## src/rtl/vga_timing_pkg.sv

```systemverilog
// Shared timing constants and region encoding for the VGA scan generator.
package vga_timing_pkg;

  localparam int H_ACTIVE_DEF = 800;
  localparam int H_FP_DEF     = 56;
  localparam int H_SYNC_DEF   = 120;
  localparam int H_BP_DEF     = 64;
  localparam int V_ACTIVE_DEF = 600;
  localparam int V_FP_DEF     = 37;
  localparam int V_SYNC_DEF   = 6;
  localparam int V_BP_DEF     = 23;

  localparam int HT = H_ACTIVE_DEF + H_FP_DEF + H_SYNC_DEF + H_BP_DEF;
  localparam int VT = V_ACTIVE_DEF + V_FP_DEF + V_SYNC_DEF + V_BP_DEF;

  localparam int H_W = 11;
  localparam int V_W = 10;

  typedef enum logic [1:0] {ACTIVE, FRONT, SYNC, BACK} region_t;

endpackage

```

## src/rtl/vga_dst_if.sv

```systemverilog
// Scan-timing bundle from vga_dst to display-data logic; x/y exist only with VGA_DST_COORD_EN.
interface vga_dst_if;
  import vga_timing_pkg::*;

  logic hs;
  logic vs;
  logic hen;
  logic ven;
  logic frame_end;
`ifdef VGA_DST_COORD_EN
  logic [H_W-1:0] x;
  logic [V_W-1:0] y;

  modport master (output hs, vs, hen, ven, frame_end, x, y);
  modport slave  (input  hs, vs, hen, ven, frame_end, x, y);
`else
  modport master (output hs, vs, hen, ven, frame_end);
  modport slave  (input  hs, vs, hen, ven, frame_end);
`endif

endinterface

```

## src/rtl/vga_axis_cnt.sv

```systemverilog
// One scan axis: a wrapping counter and its ACTIVE/FRONT/SYNC/BACK region FSM.
module vga_axis_cnt
  import vga_timing_pkg::*;
#(
  parameter int W        = 11,
  parameter int L_ACTIVE = 800,
  parameter int L_FRONT  = 56,
  parameter int L_SYNC   = 120,
  parameter int L_BACK   = 64
) (
  input  logic         clk,
  input  logic         rst,
  input  logic         en,
  output logic [W-1:0] cnt,
  output logic         wrap,
  output region_t      region
);

  localparam int TOTAL = L_ACTIVE + L_FRONT + L_SYNC + L_BACK;

  localparam logic [W-1:0] END_ACTIVE = W'(L_ACTIVE - 1);
  localparam logic [W-1:0] END_FRONT  = W'(L_ACTIVE + L_FRONT - 1);
  localparam logic [W-1:0] END_SYNC   = W'(L_ACTIVE + L_FRONT + L_SYNC - 1);
  localparam logic [W-1:0] END_BACK   = W'(TOTAL - 1);

  logic [W-1:0] cnt_next;
  region_t      region_next;

  // NOTE: sequential state uses non-blocking assignments so every flop samples pre-edge values.
  always_ff @(posedge clk) begin
    if (rst) begin
      cnt    <= '0;
      region <= ACTIVE;
    end else begin
      cnt    <= cnt_next;
      region <= region_next;
    end
  end

  // NOTE: hold-by-default assignments first keep this block free of inferred latches.
  always_comb begin
    cnt_next    = cnt;
    region_next = region;
    if (en) begin
      cnt_next = (cnt == END_BACK) ? '0 : cnt + W'(1);
      unique case (region)
        ACTIVE: if (cnt == END_ACTIVE) region_next = FRONT;
        FRONT:  if (cnt == END_FRONT)  region_next = SYNC;
        SYNC:   if (cnt == END_SYNC)   region_next = BACK;
        BACK:   if (cnt == END_BACK)   region_next = ACTIVE;
        default:                       region_next = ACTIVE;
      endcase
    end
  end

  always_comb begin
    wrap = en && (cnt == END_BACK);
  end

endmodule

```

## src/rtl/vga_dst.sv

```systemverilog
// 800x600 VGA scan timing generator: registered sync, enables and frame strobe.
// Optional x/y active-pixel coordinates are built when VGA_DST_COORD_EN is defined.
module vga_dst
  import vga_timing_pkg::*;
#(
  parameter int H_ACTIVE = H_ACTIVE_DEF,
  parameter int H_FP     = H_FP_DEF,
  parameter int H_SYNC   = H_SYNC_DEF,
  parameter int H_BP     = H_BP_DEF,
  parameter int V_ACTIVE = V_ACTIVE_DEF,
  parameter int V_FP     = V_FP_DEF,
  parameter int V_SYNC   = V_SYNC_DEF,
  parameter int V_BP     = V_BP_DEF,
  parameter bit SYNC_POL = 1'b1
) (
  input  logic       pclk,
  input  logic       rst,
  vga_dst_if.master  vid
);

  localparam int H_TOTAL = H_ACTIVE + H_FP + H_SYNC + H_BP;
  localparam int V_TOTAL = V_ACTIVE + V_FP + V_SYNC + V_BP;
  localparam logic [V_W-1:0] V_FE_LINE = V_W'(V_ACTIVE);

  if (H_TOTAL > 2048) begin : g_h_total_check
    $error("vga_dst: horizontal total %0d exceeds 11-bit counter", H_TOTAL);
  end
  if (V_TOTAL > 1024) begin : g_v_total_check
    $error("vga_dst: vertical total %0d exceeds 10-bit counter", V_TOTAL);
  end

  logic           run;
  logic [H_W-1:0] hcnt;
  logic [V_W-1:0] vcnt;
  logic           hwrap;
  logic           vwrap_unused;
  region_t        hreg;
  region_t        vreg;
  logic           hen_d;
  logic           ven_d;

  // The first edge after reset release only arms the scan, so (0,0) is held one cycle.
  always_ff @(posedge pclk) begin
    if (rst) run <= 1'b0;
    else     run <= 1'b1;
  end

  vga_axis_cnt #(
    .W(H_W), .L_ACTIVE(H_ACTIVE), .L_FRONT(H_FP), .L_SYNC(H_SYNC), .L_BACK(H_BP)
  ) u_h (
    .clk(pclk), .rst(rst), .en(run), .cnt(hcnt), .wrap(hwrap), .region(hreg)
  );

  vga_axis_cnt #(
    .W(V_W), .L_ACTIVE(V_ACTIVE), .L_FRONT(V_FP), .L_SYNC(V_SYNC), .L_BACK(V_BP)
  ) u_v (
    .clk(pclk), .rst(rst), .en(hwrap), .cnt(vcnt), .wrap(vwrap_unused), .region(vreg)
  );

  // hen is gated by the vertical region so it never toggles together with ven except at frame start.
  always_comb begin
    ven_d = (vreg == ACTIVE);
    hen_d = (hreg == ACTIVE) && ven_d;
  end

  always_ff @(posedge pclk) begin
    if (rst || !run) begin
      vid.hen       <= 1'b0;
      vid.ven       <= 1'b0;
      vid.hs        <= ~SYNC_POL;
      vid.vs        <= ~SYNC_POL;
      vid.frame_end <= 1'b0;
`ifdef VGA_DST_COORD_EN
      vid.x         <= '0;
      vid.y         <= '0;
`endif
    end else begin
      vid.hen       <= hen_d;
      vid.ven       <= ven_d;
      vid.hs        <= (hreg == SYNC) ^ ~SYNC_POL;
      vid.vs        <= (vreg == SYNC) ^ ~SYNC_POL;
      vid.frame_end <= (vcnt == V_FE_LINE) && (hcnt == '0);
`ifdef VGA_DST_COORD_EN
      vid.x         <= hen_d ? hcnt : '0;
      vid.y         <= ven_d ? vcnt : '0;
`endif
    end
  end

endmodule

```

## src/flat_wrapper.sv

```systemverilog
// flat-port wrapper written by rule: the top's interface ports become plain ports
module vga_dst_flat import vga_timing_pkg::*;
#(
  parameter int H_ACTIVE = H_ACTIVE_DEF,
  parameter int H_FP     = H_FP_DEF,
  parameter int H_SYNC   = H_SYNC_DEF,
  parameter int H_BP     = H_BP_DEF,
  parameter int V_ACTIVE = V_ACTIVE_DEF,
  parameter int V_FP     = V_FP_DEF,
  parameter int V_SYNC   = V_SYNC_DEF,
  parameter int V_BP     = V_BP_DEF,
  parameter bit SYNC_POL = 1'b1
)
  (pclk, rst, vid_hs, vid_vs, vid_hen, vid_ven, vid_frame_end);
  vga_dst_if vid_i ();
  input  logic pclk;
  input  logic rst;
  output wire logic [$bits(vid_i.hs)-1:0] vid_hs;
  output wire logic [$bits(vid_i.vs)-1:0] vid_vs;
  output wire logic [$bits(vid_i.hen)-1:0] vid_hen;
  output wire logic [$bits(vid_i.ven)-1:0] vid_ven;
  output wire logic [$bits(vid_i.frame_end)-1:0] vid_frame_end;
  assign vid_hs = vid_i.hs;
  assign vid_vs = vid_i.vs;
  assign vid_hen = vid_i.hen;
  assign vid_ven = vid_i.ven;
  assign vid_frame_end = vid_i.frame_end;
  vga_dst #(.H_ACTIVE(H_ACTIVE), .H_FP(H_FP), .H_SYNC(H_SYNC), .H_BP(H_BP), .V_ACTIVE(V_ACTIVE), .V_FP(V_FP), .V_SYNC(V_SYNC), .V_BP(V_BP), .SYNC_POL(SYNC_POL)) u_core (.pclk(pclk), .rst(rst), .vid(vid_i));
endmodule
```

## config.mk

```make
export PLATFORM = sky130hd
export DESIGN_NAME = vga_dst_flat
export DESIGN_NICKNAME = d
export VERILOG_FILES = /design/src/rtl/vga_timing_pkg.sv /design/src/rtl/vga_dst_if.sv /design/src/rtl/vga_axis_cnt.sv /design/src/rtl/vga_dst.sv /design/src/flat_wrapper.sv
export SDC_FILE = /design/constraint.sdc
export NUM_CORES = 1
export LEC_CHECK = 0
export CELL_PAD_IN_SITES_DETAIL_PLACEMENT = 0
export CELL_PAD_IN_SITES_GLOBAL_PLACEMENT = 1
export CORE_UTILIZATION = 49
export DETAILED_ROUTE_END_ITERATION = 16
export PLACE_DENSITY = 0.87
export RECOVER_POWER = 100
export SETUP_SLACK_MARGIN = 0.02
export SLEW_MARGIN = 5
export SYNTH_ARGS = -nofsm -noshare
export SYNTH_HDL_FRONTEND = slang
export SYNTH_SLANG_ARGS = --single-unit
```

## constraint.sdc

```tcl
create_clock -name pclk -period 3.5 [get_ports pclk]
set_input_delay 0.7 -clock pclk [delete_from_list [all_inputs] [get_ports pclk]]
set_output_delay 0.7 -clock pclk [all_outputs]
set_load 0.05 [all_outputs]
```

# After elaboration in Yosys (flattened, before gate mapping)
# Index checks and enable logic that the tools add are counted.
# Widths: inputs -> output; s select.
word_totals:
  regBits: 31
  inputBits: 2
  output_inout_bits: 5
  word_cells: 58
classes:
  add_sub_neg: 2
  eq_ne: 23
  mux: 13
  n_reduce_logical: 10
op_table:
  columns: ["op", "n"]
  rows:
  - ["$eq 10x10->1 const B", 5]
  - ["$eq 11x10->1 const B", 3]
  - ["$mux 2", 8]
  - ["$ne 2x2->1 const B", 8]
  - ["$pmux 2 s4", 2]
  - ["$add 11x1->11 const B", 1]
  - ["$eq 11x11->1 const B", 1]
  - ["$logic_not 11->1", 1]
  - ["$mux 11", 1]
  - ["$add 10x1->10 const B", 1]
  - ["$mux 10", 1]
  - ["$reduce_and 5->1", 2]
  - ["$eq 2x2->1 const B", 4]
  - ["$eq 2x1->1 const B", 2]
  - ["$logic_not 2->1", 2]
  - ["$logic_and 1x1->1", 3]
  - ["$logic_not 1->1", 1]
  - ["$logic_or 1x1->1", 1]
  - ["$mux 1", 1]

# Depth between registers and ports, before layout
# Gate-level depths: netlist (run 1).
logic_depth:
  ltp_word: 3
  depth_mapped: 7
  ltp_nobuf: 6

# Hierarchy
# Synthesis (run 1) repeated with hierarchy kept, for this count alone.
hier_totals:
  cells_unflattened: 188
  area_unflattened_um2: 1730.4
modules_own_cells:
  columns: ["module", "n_inst", "cells_each", "area_per_inst_um2", "seq_area_each_um2"]
  rows:
  - ["vga_axis_cnt (u_core.u_h)", 1, 84, 760.7, 260.2]
  - ["vga_axis_cnt (u_core.u_v)", 1, 84, 735.7, 240.2]
  - ["vga_dst", 1, 20, 234.0, 120.1]

# Worst setup path after synthesis (run 1)
# OpenSTA, ideal clock, no wires.
synth_path:
  path_type: "flip-flop to flip-flop"
  start: "reg u_core.u_h.cnt[6]"
  end: "reg u_core.u_v.region[1]"
  setup_time_ps: 116
  arrival_ps: 2038
  t_required_ps: 3384
  path_slack_ps: 1345
  stages_incl_launch_ff: 7
  path_buffers: 1
  synth_period_minus_slack_ps: 2155
  path_cell_list: "dfxtp_1 or4_4 or4_1 buf_2 a221oi_4 a211oi_1 a41o_1"
synth_via:
  elab_chain_len: 3
synth_lines:
  columns: ["item", "line", "text"]
  rows:
  - ["from (decl)", "vga_axis_cnt.sv:14", "output logic [W-1:0] cnt,"]
  - ["from (signal assigned)", "vga_axis_cnt.sv:35", "cnt <= cnt_next;"]
  - ["$eq 11x11->1", "vga_axis_cnt.sv:57", "wrap = en && (cnt == END_BACK);"]
  - ["$logic_and 1x1->1", "vga_axis_cnt.sv:57", null]
  - ["$reduce_and 5->1 (no source line)", null, null]
  - ["to (signal assigned)", "vga_axis_cnt.sv:36", "region <= region_next;"]
  - ["to (decl)", "vga_axis_cnt.sv:16", "output region_t region"]
# No other way between the ends.
# A chain may end at the register's enable or synchronous reset.

# Final worst setup path (run 1)
layout_path:
  start: "reg u_core.u_h.cnt[6]"
  end: "reg u_core.u_v.region[0]"
# Same word-level chain as after synthesis.

==> results of run 1 <==
## logic make-up after synthesis
kind of cell,after synthesis,synth area share (%)
XOR/XNOR,18,9.52
flip-flops,31,37.5
AND/OR/NAND/NOR,82,27.1
multiplexers,2,1.21
buffers and inverters,14,3.47
adder cells (fa/ha/maj),17,12.8
AO/OA/AOI/OAI,16,8.38
## layer usage
metal	track usage, %	up-vias
li1	-	652
met1	28.4	585
met2	31.4	28
met3	5.84	4
met4	11.0	0
met5	0	-
## state kept, by name, indices dropped and copies added (netlist names)
| name | flops |
|---|---|
| u_core.u_v.cnt | 10 |
| u_core.u_h.region | 2 |
| u_core.vid.hs | 1 |
| u_core.vid.ven | 1 |
| u_core.vid.hen | 1 |
| u_core.vid.vs | 1 |
| u_core.u_v.region | 2 |
| u_core.run | 1 |
| u_core.vid.frame_end | 1 |
| u_core.u_h.cnt | 11 |
## cell usage in the layout, fill, tap and decap left out, types with 2 or more instances in the layout
cell           count
xor2_1            12
xnor2_1            6
and2_1             3
inv_1              9
nor2b_1            2
or4_1              3
o41ai_1            4
and2_0             2
a21oi_1            3
nand3_1           12
nand4_1           10
ha_1              17
and3_2             2
and3_1             4
nor4bb_1           4
a211oi_1           2
nor2_1            25
nor4_1             2
clkbuf_4           5
mux2i_1            2
dfxtp_1           31
nand2_1            8
clkbuf_8           2
dlygate4sd3_1      6
## worst reg2reg max path, stage by stage (launching register included)
cell and delay, ps:
dfxtp_1 380, or4_1 620, or4_1 620, a221oi_1 430, a21oi_1 130, a311oi_1 270
## how the worst min path moves through the flow
stage / slack (ps) / start / end
2_1_floorplan: 460 / u_core.u_h.cnt[10]$_SDFFE_PP0P_ / u_core.u_h.cnt[10]$_SDFFE_PP0P_
3_3_place_gp: 480 / u_core.u_h.region[1]$_SDFFE_PP0P_ / u_core.u_h.region[1]$_SDFFE_PP0P_
3_5_place_dp: 510 / u_core.u_h.region[1]$_SDFFE_PP0P_ / u_core.u_h.region[1]$_SDFFE_PP0P_
4_1_cts: 520 / u_core.u_h.region[1]$_SDFFE_PP0P_ / u_core.u_h.region[1]$_SDFFE_PP0P_
5_1_grt: 540 / u_core.u_h.region[1]$_SDFFE_PP0P_ / u_core.u_h.region[1]$_SDFFE_PP0P_
6_report: 510 / u_core.u_h.region[1]$_SDFFE_PP0P_ / u_core.u_h.region[1]$_SDFFE_PP0P_
## cells in the mapped netlist (all sizes together), types with 3 or more instances
cell type,n
dfxtp,31
nand3,12
nor4bb,4
nor2,25
and2,5
or4,3
a21oi,3
xor2,12
and3,6
o41ai,4
nand2,8
nand4,10
nor4,3
ha,17
xnor2,6
inv,9
## per-stage QoR
stage               cell area (sq um)  std cells  utilization, %  power, W  hold WS [ps]
floorplan                        1660        180               -  0.000389           464
detailed placement               1750        226            56.0  0.000398           509
finish                           1800        234            57.5  0.000633           513
global placement                 1750        226            56.0  0.000397           479
CTS                              1820        234            58.2  0.000641           522
global route                     1800        234            57.5  0.000663           543
## cell type report
type	count	area share, %
Clock buffer	8	3.82
Tap cell	44	3.06
Multi-Input combinational cell	135	53.2
Inverter	10	2.09
Timing Repair Buffer	6	3.34
Sequential cell	31	34.5
## where the power goes
group | switching [W] | leakage [nW] | total [W] | internal (W)
Clock | 0.000126 | 0.0386 | 0.000244 | 0.000118
Sequential | 0.00000605 | 0.251 | 0.000363 | 0.000357
Combinational | 0.0000170 | 0.402 | 0.0000262 | 0.00000924
==> out/qor.csv, run 1 <==
stage;metric;value;unit
clock_network;clk_pin_slew;90;ps
clock_network;clk_latency;340;ps
setup_path;r2r_slack;960;ps
setup_path;critPathArrivalTime;2780;ps
final_layout;fillCellCount;295;
logic_synthesis;synth-seq-cells;31;
floorplan;dieWidth;60.1;um
placed_design;gp_congestion;0.818;
final_layout;nets;208;
setup_path;critical-path-max-stage-delay;620;ps
timing;fin_crit;2540;ps
timing;fmax;394;MHz
global_routing;track_usage;21.4;%
clock_network;cts-hold-fix-buffers;0;
setup_path;cp_slowest_cell;or4_1;
timing;finalHoldViolCount;0;
flow_run;drv_cap;0;
drt;wl_met1;1630;um
setup_path;cp_max_fo;7;
logic_synthesis;synthTopCellsByArea;dfxtp_1 (37%), ha_1 (13%), xor2_1 (6.3%);
logic_synthesis;yosys.cell_types.count;37;
logic_synthesis;ys_seq_area_share;37.5;%
clock_network;clockBufferDepth;2;
clock_network;cts_resized;0;
power;p_leak;0.692;nW
setup_path;critPathLaunchType;register;
worst_hold_path;holdPathStages;2;
global_routing;antenna_found_initial;0;
timing;finalSetupViolCount;0;
outcome;status;completed;
logic_synthesis;syn-num-nets;199;
logic_synthesis;synthFlopType;dfxtp_1;
setup_path;cp-endpoint;u_core.u_v.region[0]$_SDFFE_PP0P_;
drt;ant_nets;0;
floorplan;start_util;53.0;%
clock_network;cts_sinks;31;
timing;rsz0062_at_grt;no;
logic_synthesis;synth_edf_count;0;
global_routing;grt_pass1_vias;1228;
logic_synthesis;netlist_instances;180;
setup_path;r2r-start;u_core.u_h.cnt[6]$_SDFFE_PP0P_;
setup_path;cp_num_cells;5;
global_routing;grt_max_degree;12;
clock_network;cts_buffers;5;
logic_synthesis;yosys.area.top_type;dfxtp_1;
floorplan;coreArea;0.00313;sq mm
placed_design;dpl.hpwl;2280;um
drt;met3_length;120;um
timing;slew_headroom;45.6;%
setup_path;crit_family;simple AND/OR/NAND/NOR gates;
worst_hold_path;min_path_type;reg -> reg;
final_layout;antennaDiodeCount;0;
floorplan;ios;7;
drt;wl_per_cell;13.8;um
setup_path;r2r_end;u_core.u_v.region[0]$_SDFFE_PP0P_;
timing;finalClockSkew;1.43;ps
final_layout;multi_input_area;957;sq um
placed_design;portBuffers;6;
setup_path;worstPathCellList;or4_1, or4_1, a221oi_1, a21oi_1, a311oi_1;
setup_path;startpoint;u_core.u_h.cnt[6]$_SDFFE_PP0P_;
drt;vias;1269;
placed_design;dp_worst_setup_slack;1180;ps
floorplan;num_rows;20;
logic_synthesis;avgSynthCellArea;9.20;sq um
floorplan;die_height;60.1;um
clock_network;cts_setup_buffers;0;
drt;wl_met2;1430;um
power;power-per-cell-area;352;mW/mm^2
power;irDropWorstVdd;0.000202;V
timing;worstMarginPinSlew;809;ps
logic_synthesis;netlist_area;0.00166;sq mm
final_layout;seqCellArea;621;sq um
drt;drtPass1Iterations;4;
setup_path;r2r.worst_path.cells;5;
global_routing;grt-ovfl-total;0;
setup_path;cp_num_buf_inv;0;
drt;routed_wl;3230;um
drt;drt_iter0_drc;43;
clock_network;cts_root_buf;clkbuf_4;
setup_path;criticalPathCategory;reg -> reg;
drt;via_per_inst;5.42;
timing;min_period_over_period;72.5;%
timing;setup_tns;0;ps
logic_synthesis;async_flop_share;0;%
setup_path;crit_top_cell;or4_1;
drt;drcViolationCount;0;
final_layout;area_growth;8.61;%
logic_synthesis;synth.top_cell.area_share;37.5;%
clock_network;tritoncts;yes;
drt;top_layer_used;met4;
clock_network;cts_htree_levels;2;
setup_path;worstPathRequired;3750;ps
timing;worst_slack;962;ps
final_layout;drive_gt1_share;6.32;%
floorplan;design.die.area;0.00362;sq mm
setup_path;worstSetupEndpointType;register;
global_routing;grt_pass1_wl;5580;um
logic_synthesis;ys.warnings.count;0;
timing;drv_slew;0;
Note: power is estimated with default switching activity, not from simulation.
==> inputs of run 2 (changes only) <==
--- a/config.mk
+++ b/config.mk
@@ -7,9 +7,9 @@
 export LEC_CHECK = 0
 export CELL_PAD_IN_SITES_DETAIL_PLACEMENT = 0
 export CELL_PAD_IN_SITES_GLOBAL_PLACEMENT = 1
-export CORE_UTILIZATION = 49
+export CORE_UTILIZATION = 41
 export DETAILED_ROUTE_END_ITERATION = 16
-export PLACE_DENSITY = 0.87
+export PLACE_DENSITY = 0.78
 export RECOVER_POWER = 100
 export SETUP_SLACK_MARGIN = 0.02
 export SLEW_MARGIN = 5
==> constraint.sdc (replaced) <==
create_clock -name pclk -period 2 [get_ports pclk]
set_input_delay 0.4 -clock pclk [delete_from_list [all_inputs] [get_ports pclk]]
set_output_delay 0.4 -clock pclk [all_outputs]
set_load 0.05 [all_outputs]
==> run 2 against run 1 <==
Compared with the run above: the flow now finishes with violations (negative setup slack); sequential share of layout area down 4.0 points; maximum frequency increased by 26%; critical path type unchanged; via count grew 5.3%; core utilization fell by 3.4 points; global-route usage is 2.6 points lower; wire length grew 3.5%; critical path depth did not move.
==> out/qor.csv, run 2 (synthesis results as in run 1) <==
stage;metric;value;unit;change
floorplan;design.die.area;0.00430;sq mm;+19%
clock_network;cts_sinks;31;;unchanged
timing;finalClockSkew;4.96;ps;+3.52 ps
drt;vias;1336;;+5.3%
clock_network;clk_latency;280;ps;-60 ps
final_layout;multi_input_area;0.00101;sq mm;+5.5%
global_routing;antenna_found_initial;0;;unchanged
setup_path;cp_max_fo;3;;-4
worst_hold_path;min_path_type;reg -> reg;;
outcome;violations;negative setup slack;;
setup_path;critPathLaunchType;register;;
placed_design;portBuffers;6;;unchanged
drt;via_per_inst;5.22;;-3.8%
setup_path;criticalPathCategory;reg -> reg;;
final_layout;layout_commonest_cell;dfxtp_1;;
setup_path;critPathArrivalTime;2200;ps;-580 ps
setup_path;critical-path-max-stage-delay;550;ps;-70 ps
drt;routed_wl;3340;um;+3.5%
clock_network;clockBufferDepth;2;;unchanged
floorplan;die_height;65.6;um;+9.0%
setup_path;crit_top_cell;or4_4;;
global_routing;grt_pass1_vias;1364;;+11%
final_layout;mostFrequentLayoutCells;dfxtp_1 (30), nor2_1 (25), ha_1 (17), buf_4 (16);;
drt;drtPass1Iterations;4;;unchanged
floorplan;num_rows;22;;+10%
clock_network;cts-hold-fix-buffers;0;;unchanged
final_layout;nets;227;;+9.1%
drt;drcViolationCount;0;;unchanged
final_layout;seqCellArea;622;sq um;+0.20%
final_layout;fin_util;54.1;%;-3.4 points
drt;ant_nets;0;;unchanged
power;power-per-cell-area;577;mW/mm^2;+64%
clock_network;cts_htree_levels;2;;unchanged
global_routing;grt_pass1_wl;6000;um;+7.5%
setup_path;cp_slowest_cell;or4_4;;
global_routing;track_usage;18.8;%;-2.6 points
timing;finalHoldViolCount;0;;unchanged
setup_path;worstPathCellList;or4_4, or4_4, a221oi_4, a21oi_1, a311oi_1;;
final_layout;top_register;u_core.u_h.cnt;;
timing;rsz0062_at_grt;yes;;
drt;wl_per_cell;13.0;um;-5.4%
power;p_leak;0.819;nW;+18%
placed_design;dp_worst_setup_slack;-142;ps;-1320 ps
setup_path;worstPathRequired;2180;ps;-1570 ps
timing;min_period_over_period;101;%;+28 points
flow_run;drv_cap;0;;unchanged
timing;drv_slew;0;;unchanged
floorplan;start_util;43.9;%;-9.0 points
setup_path;worstSetupEndpointType;register;;
final_layout;largest_registers;u_core.u_h.cnt x11, u_core.u_v.cnt x10;;
floorplan;dieWidth;65.6;um;+9.0%
timing;finalSetupViolCount;2;;+2
final_layout;area_growth;23.1;%;
global_routing;grt-ovfl-total;0;;unchanged
floorplan;ios;7;;unchanged
final_layout;drive_gt1_share;18.8;%;+12 points
floorplan;coreArea;0.00377;sq mm;+21%
clock_network;cts_root_buf;clkbuf_8;;
final_layout;largest_reg_flops;11;;unchanged
timing;worstMarginPinSlew;511;ps;-298 ps
timing;fmax;495;MHz;+26%
clock_network;cts_buffers;5;;unchanged
timing;setup_tns;-39.3;ps;-39.3 ps
clock_network;clk_pin_slew;60;ps;-30 ps
clock_network;tritoncts;yes;;
drt;drt_iter0_drc;70;;+63%
placed_design;dpl.hpwl;2540;um;+11%
outcome;status;finished, violations left;;
timing;worst_slack;-19.9;ps;-982 ps
power;irDropWorstVdd;0.000371;V;+83%
timing;fin_crit;2020;ps;-518 ps
placed_design;gp_congestion;0.808;;-1.3%
final_layout;antennaDiodeCount;0;;unchanged
timing;whs;503;ps;-9.51 ps
final_layout;fillCellCount;340;;+15%
timing;slew_headroom;65.8;%;+20 points
global_routing;grt_max_degree;12;;unchanged
==> run 2: changes by cell type in the layout (fill, tap and decap cells not counted), sizes merged <==
| cell | delta |
|---|---|
| clkbuf | -2 |
| clkinv | +1 |
| dlygate4sd3 | -1 |
| buf | +19 |
| clkdlybuf4s50 | +1 |
==> run 2: layout make-up <==
cell class | instances | share of cell area [%]
tap | 48 | 2.94
clock buffer | 6 | 4.05
sequential | 31 | 30.5
timing repair buffer | 25 | 10.9
inverter | 10 | 1.84
clock inverter | 1 | 0.245
multi-input combinational | 135 | 49.5
==> run 2: stage by stage <==
step | instances | total power, W | cell area [sq um]
2_1_floorplan | 180 | 0.000681 | 1670
3_3_place_gp | 246 | 0.000709 | 1890
3_5_place_dp | 246 | 0.000710 | 1890
4_1_cts | 256 | 0.00120 | 2020
5_1_grt | 256 | 0.00123 | 2040
6_report | 256 | 0.00118 | 2040
==> run 2: where the power goes <==
part / total (W) / internal [W] / leakage [nW] / switching, W
clock: 0.000480 / 0.000269 / 0.0470 / 0.000211
sequential: 0.000629 / 0.000625 / 0.251 / 0.00000386
combinational: 0.0000677 / 0.0000298 / 0.521 / 0.0000378
==> run 2: worst paths after layout <==
| check | start | to | slack [ps] | cells after the start |
|---|---|---|---|---|
| min | u_core.u_h.region[1]$_SDFFE_PP0P_ | u_core.u_h.region[1]$_SDFFE_PP0P_ | 500 | 2 |
| max | u_core.u_h.cnt[6]$_SDFFE_PP0P_ | u_core.u_v.region[0]$_SDFFE_PP0P_ | -20 | 5 |
| max reg2reg | u_core.u_h.cnt[6]$_SDFFE_PP0P_ | u_core.u_v.region[0]$_SDFFE_PP0P_ | -20 | 5 |
| min reg2reg | u_core.u_h.region[1]$_SDFFE_PP0P_ | u_core.u_h.region[1]$_SDFFE_PP0P_ | 500 | 2 |
==> run 2: critical path, delay by kind of cell (launching register included) <==
family | cells | cell delay (ps)
and+or+nand+nor | 2 | 1010
DFF | 1 | 310
AOI/OAI and AO/OA | 3 | 590
==> run 2: layer usage <==
metal	GRT usage, %	vias to the layer above	share of wire (%)
li1	-	686	-
met1	20.3	628	45
met2	33.4	14	50
met3	6.25	8	3.4
met4	7.34	0	2.2
met5	0	-	0
==> run 2: repair_timing <==
| action | in CTS | in global routing |
|---|---|---|
| gates resized for setup | 2 | 4 |
| pin swaps | 4 | 1 |
| setup buffers | 3 | 0 |
| setup endpoints to repair | 3 | 13 |
==> inputs of run 3 (changes only) <==
--- a/config.mk
+++ b/config.mk
@@ -5,11 +5,12 @@
 export SDC_FILE = /design/constraint.sdc
 export NUM_CORES = 1
 export LEC_CHECK = 0
+export ABC_AREA = 1
 export CELL_PAD_IN_SITES_DETAIL_PLACEMENT = 0
 export CELL_PAD_IN_SITES_GLOBAL_PLACEMENT = 1
-export CORE_UTILIZATION = 41
+export CORE_UTILIZATION = 40
 export DETAILED_ROUTE_END_ITERATION = 16
-export PLACE_DENSITY = 0.78
+export PLACE_DENSITY = 0.8
 export RECOVER_POWER = 100
 export SETUP_SLACK_MARGIN = 0.02
 export SLEW_MARGIN = 5
==> run 3 against run 2 <==
Compared with the run above: the run ends with design-rule violations left; worst hold slack lost 32 ps; clock power fell by 3%; core utilization decreased by 8.1 points; wire length is 16% higher; design area grew 0.25%; synthesized area is 13% higher; flip-flop and latch count unchanged; clock skew rose by 1.7 ps; setup slack better by 180 ps; critical path type is now reg -> out; critical endpoint is now vid_hen; largest cell class unchanged.
==> out/qor.csv, run 3 <==
stage;metric;value;unit;change
outcome;status;finished, violations left;;
outcome;violations;design-rule violations;;
placed_design;dpl.hpwl;3090;um;+22%
drt;via_per_inst;4.78;;-8.4%
global_routing;antenna_found_initial;0;;unchanged
logic_synthesis;yosys.cell_types.count;31;;-16%
power;power-per-cell-area;562;mW/mm^2;-2.7%
final_layout;drive_gt1_share;6.76;%;-12 points
power;irDropWorstVdd;0.000316;V;-15%
power;p_leak;0.835;nW;+1.9%
final_layout;layout_commonest_cell;nand2_1;;
floorplan;start_util;42.3;%;-1.6 points
setup_path;worstSetupEndpointType;output pin;;
drt;drt_iter0_drc;92;;+31%
clock_network;clk_latency;280;ps;about the same
floorplan;ios;7;;unchanged
logic_synthesis;netlist_area;0.00188;sq mm;+13%
clock_network;cts_setup_buffers;0;;-3
flow_run;drv_cap;0;;unchanged
drt;ant_nets;0;;unchanged
timing;worstMarginPinSlew;498;ps;-12.7 ps
clock_network;cts_sinks;31;;unchanged
drt;drtPass1Iterations;10;;+6
placed_design;dp_worst_setup_slack;329;ps;+471 ps
timing;finalClockSkew;6.61;ps;+1.65 ps
setup_path;worstPathRequired;1600;ps;-580 ps
setup_path;crit_family;buffers and inverters;;
final_layout;largest_registers;u_core.u_h.cnt x11, u_core.u_v.cnt x10;;
final_layout;nets;299;;+32%
clock_network;cts_buffers;5;;unchanged
setup_path;cp_slowest_cell;dlygate4sd3_1;;
clock_network;cts_root_buf;clkbuf_8;;
setup_path;critical-path-max-stage-delay;860;ps;+310 ps
global_routing;grt_pass1_wl;6760;um;+13%
drt;routed_wl;3870;um;+16%
logic_synthesis;avgSynthCellArea;6.99;sq um;-24%
global_routing;grt_max_degree;10;;-2
clock_network;clockBufferDepth;2;;unchanged
logic_synthesis;synth_most_common_cell;nand2_1;;
placed_design;gp_congestion;0.836;;+3.4%
global_routing;track_usage;17.2;%;-1.5 points
timing;drv_slew;0;;unchanged
clock_network;clk_pin_slew;60;ps;about the same
final_layout;fillCellCount;472;;+39%
timing;min_period_over_period;92.0;%;-9.0 points
logic_synthesis;ys.warnings.count;0;;unchanged
timing;fin_crit;1840;ps;-179 ps
timing;fmax;543;MHz;+9.7%
drt;drcViolationCount;2;;+2
logic_synthesis;synth-seq-cells;31;;unchanged
global_routing;use_met3;4.56;%;-1.7 points
logic_synthesis;async_flop_share;0;%;unchanged
logic_synthesis;yosys.area.top_type;dfxtp_1;;
timing;slew_headroom;66.7;%;+0.85 points
final_layout;top_register;u_core.u_h.cnt;;
global_routing;grt-ovfl-total;0;;unchanged
logic_synthesis;synth.top_cell.area_share;33.0;%;-4.4 points
floorplan;die_height;70.5;um;+7.6%
global_routing;use_met2;27.6;%;-5.8 points
final_layout;mostFrequentLayoutCells;nand2_1 (62), nor2_1 (55), inv_1 (34), dfxtp_1 (31), ha_1 (17);;
logic_synthesis;ys_seq_area_share;33.0;%;-4.4 points
setup_path;cp_max_fo;1;;-2
setup_path;cp_num_buf_inv;1;;+1
logic_synthesis;synth_top_cells_by_count;nand2_1 (60), nor2_1 (51), inv_1 (34), dfxtp_1 (31), ha_1 (17);;
timing;setup_tns;0;ps;+39.3 ps
clock_network;cts_htree_levels;2;;unchanged
timing;finalSetupViolCount;0;;-2
floorplan;dieWidth;70.5;um;+7.6%
placed_design;portBuffers;6;;unchanged
drt;wl_per_cell;11.6;um;-11%
clock_network;cts_resized;0;;-2
drt;vias;1592;;+19%
floorplan;design.die.area;0.00498;sq mm;+16%
worst_hold_path;min_path_type;reg -> reg;;
timing;finalHoldViolCount;0;;unchanged
setup_path;worstPathCellList;dlygate4sd3_1;;
timing;worst_slack;159;ps;+179 ps
clock_network;tritoncts;yes;;
global_routing;grt.met1_usage;22.2;%;+1.9 points
final_layout;antennaDiodeCount;0;;unchanged
final_layout;largest_reg_flops;11;;unchanged
final_layout;area_growth;8.79;%;
setup_path;criticalPathCategory;reg -> out;;
global_routing;grt_pass1_vias;1504;;+10%
timing;rsz0062_at_grt;no;;
setup_path;critPathLaunchType;register;;
logic_synthesis;synthFlopType;dfxtp_1;;
floorplan;num_rows;24;;+9.1%
logic_synthesis;synth_edf_count;0;;unchanged
logic_synthesis;synthTopCellsByArea;dfxtp_1 (33%), nand2_1 (12%), ha_1 (11%);;
clock_network;cts-hold-fix-buffers;0;;unchanged
logic_synthesis;netlist_instances;269;;+49%
logic_synthesis;syn-num-nets;288;;+45%
global_routing;grt-busiest-layer;met2;;
floorplan;coreArea;0.00444;sq mm;+18%
setup_path;critPathArrivalTime;1440;ps;-760 ps
run 3: cell types whose count changed after synthesis, moves of 7 or more:
cell	delta
nor2_1	+26
inv_1	+25
nand4_1	-7
nor3_1	+9
nand2_1	+52
run 3: metrics by stage:
stage	cells	total power [W]	hold WS, ps	cell area [sq um]	util [%]
2_1_floorplan	269	0.000682	445	1880	-
3_3_place_gp	325	0.000701	456	1990	44.8
3_5_place_dp	325	0.000700	462	1990	44.8
4_1_cts	333	0.00117	475	2070	46.6
5_1_grt	333	0.00121	512	2040	46.0
6_report	333	0.00115	472	2040	46.0
run 3: layout make-up:
type,instances,area [sq um],area share (%)
Inverter,38,144,7.04
Multi-Input combinational cell,197,1070,52.1
Sequential cell,31,621,30.4
Clock buffer,7,76.3,3.73
Timing Repair Buffer,7,67.6,3.30
Clock inverter,1,5.00,0.245
Tap cell,52,65.1,3.18
run 3: path summary, 6_finish.rpt:
kind	to	slack, ps	depth (start not counted)	start
setup / recovery	vid_hen	160	1	u_core.vid.hen$_SDFF_PP0_
hold / removal	u_core.u_v.cnt[8]$_SDFFE_PP0P_	470	2	u_core.u_v.cnt[8]$_SDFFE_PP0P_
setup reg to reg	u_core.u_v.cnt[3]$_SDFFE_PP0P_	300	8	u_core.u_h.cnt[0]$_SDFFE_PP0P_
hold reg to reg	u_core.u_v.cnt[8]$_SDFFE_PP0P_	470	2	u_core.u_v.cnt[8]$_SDFFE_PP0P_
run 3: metal layers:
| layer | vias to the layer above | wire (um) |
|---|---|---|
| met5 | - | 0 |
| met4 | 0 | 57 |
| met1 | 705 | 1930 |
| met3 | 7 | 122 |
| met2 | 19 | 1760 |
| li1 | 861 | - |
run 3: report_power, final:
part / internal (W) / switching, W / leakage [nW]
sequential: 0.000625 / 0.00000666 / 0.251
combinational: 0.0000163 / 0.0000353 / 0.541
clock: 0.000244 / 0.000222 / 0.0422
total: 0.000885 / 0.000264 / 0.835
run 3: cell families after synthesis:
logic type | synth area share [%]
flip-flops | 33.0
adder cells (fa/ha/maj) | 11.3
AND/OR/NAND/NOR | 37.6
AO/OA/AOI/OAI | 4.73
XOR/XNOR | 4.66
buffers and inverters | 8.72
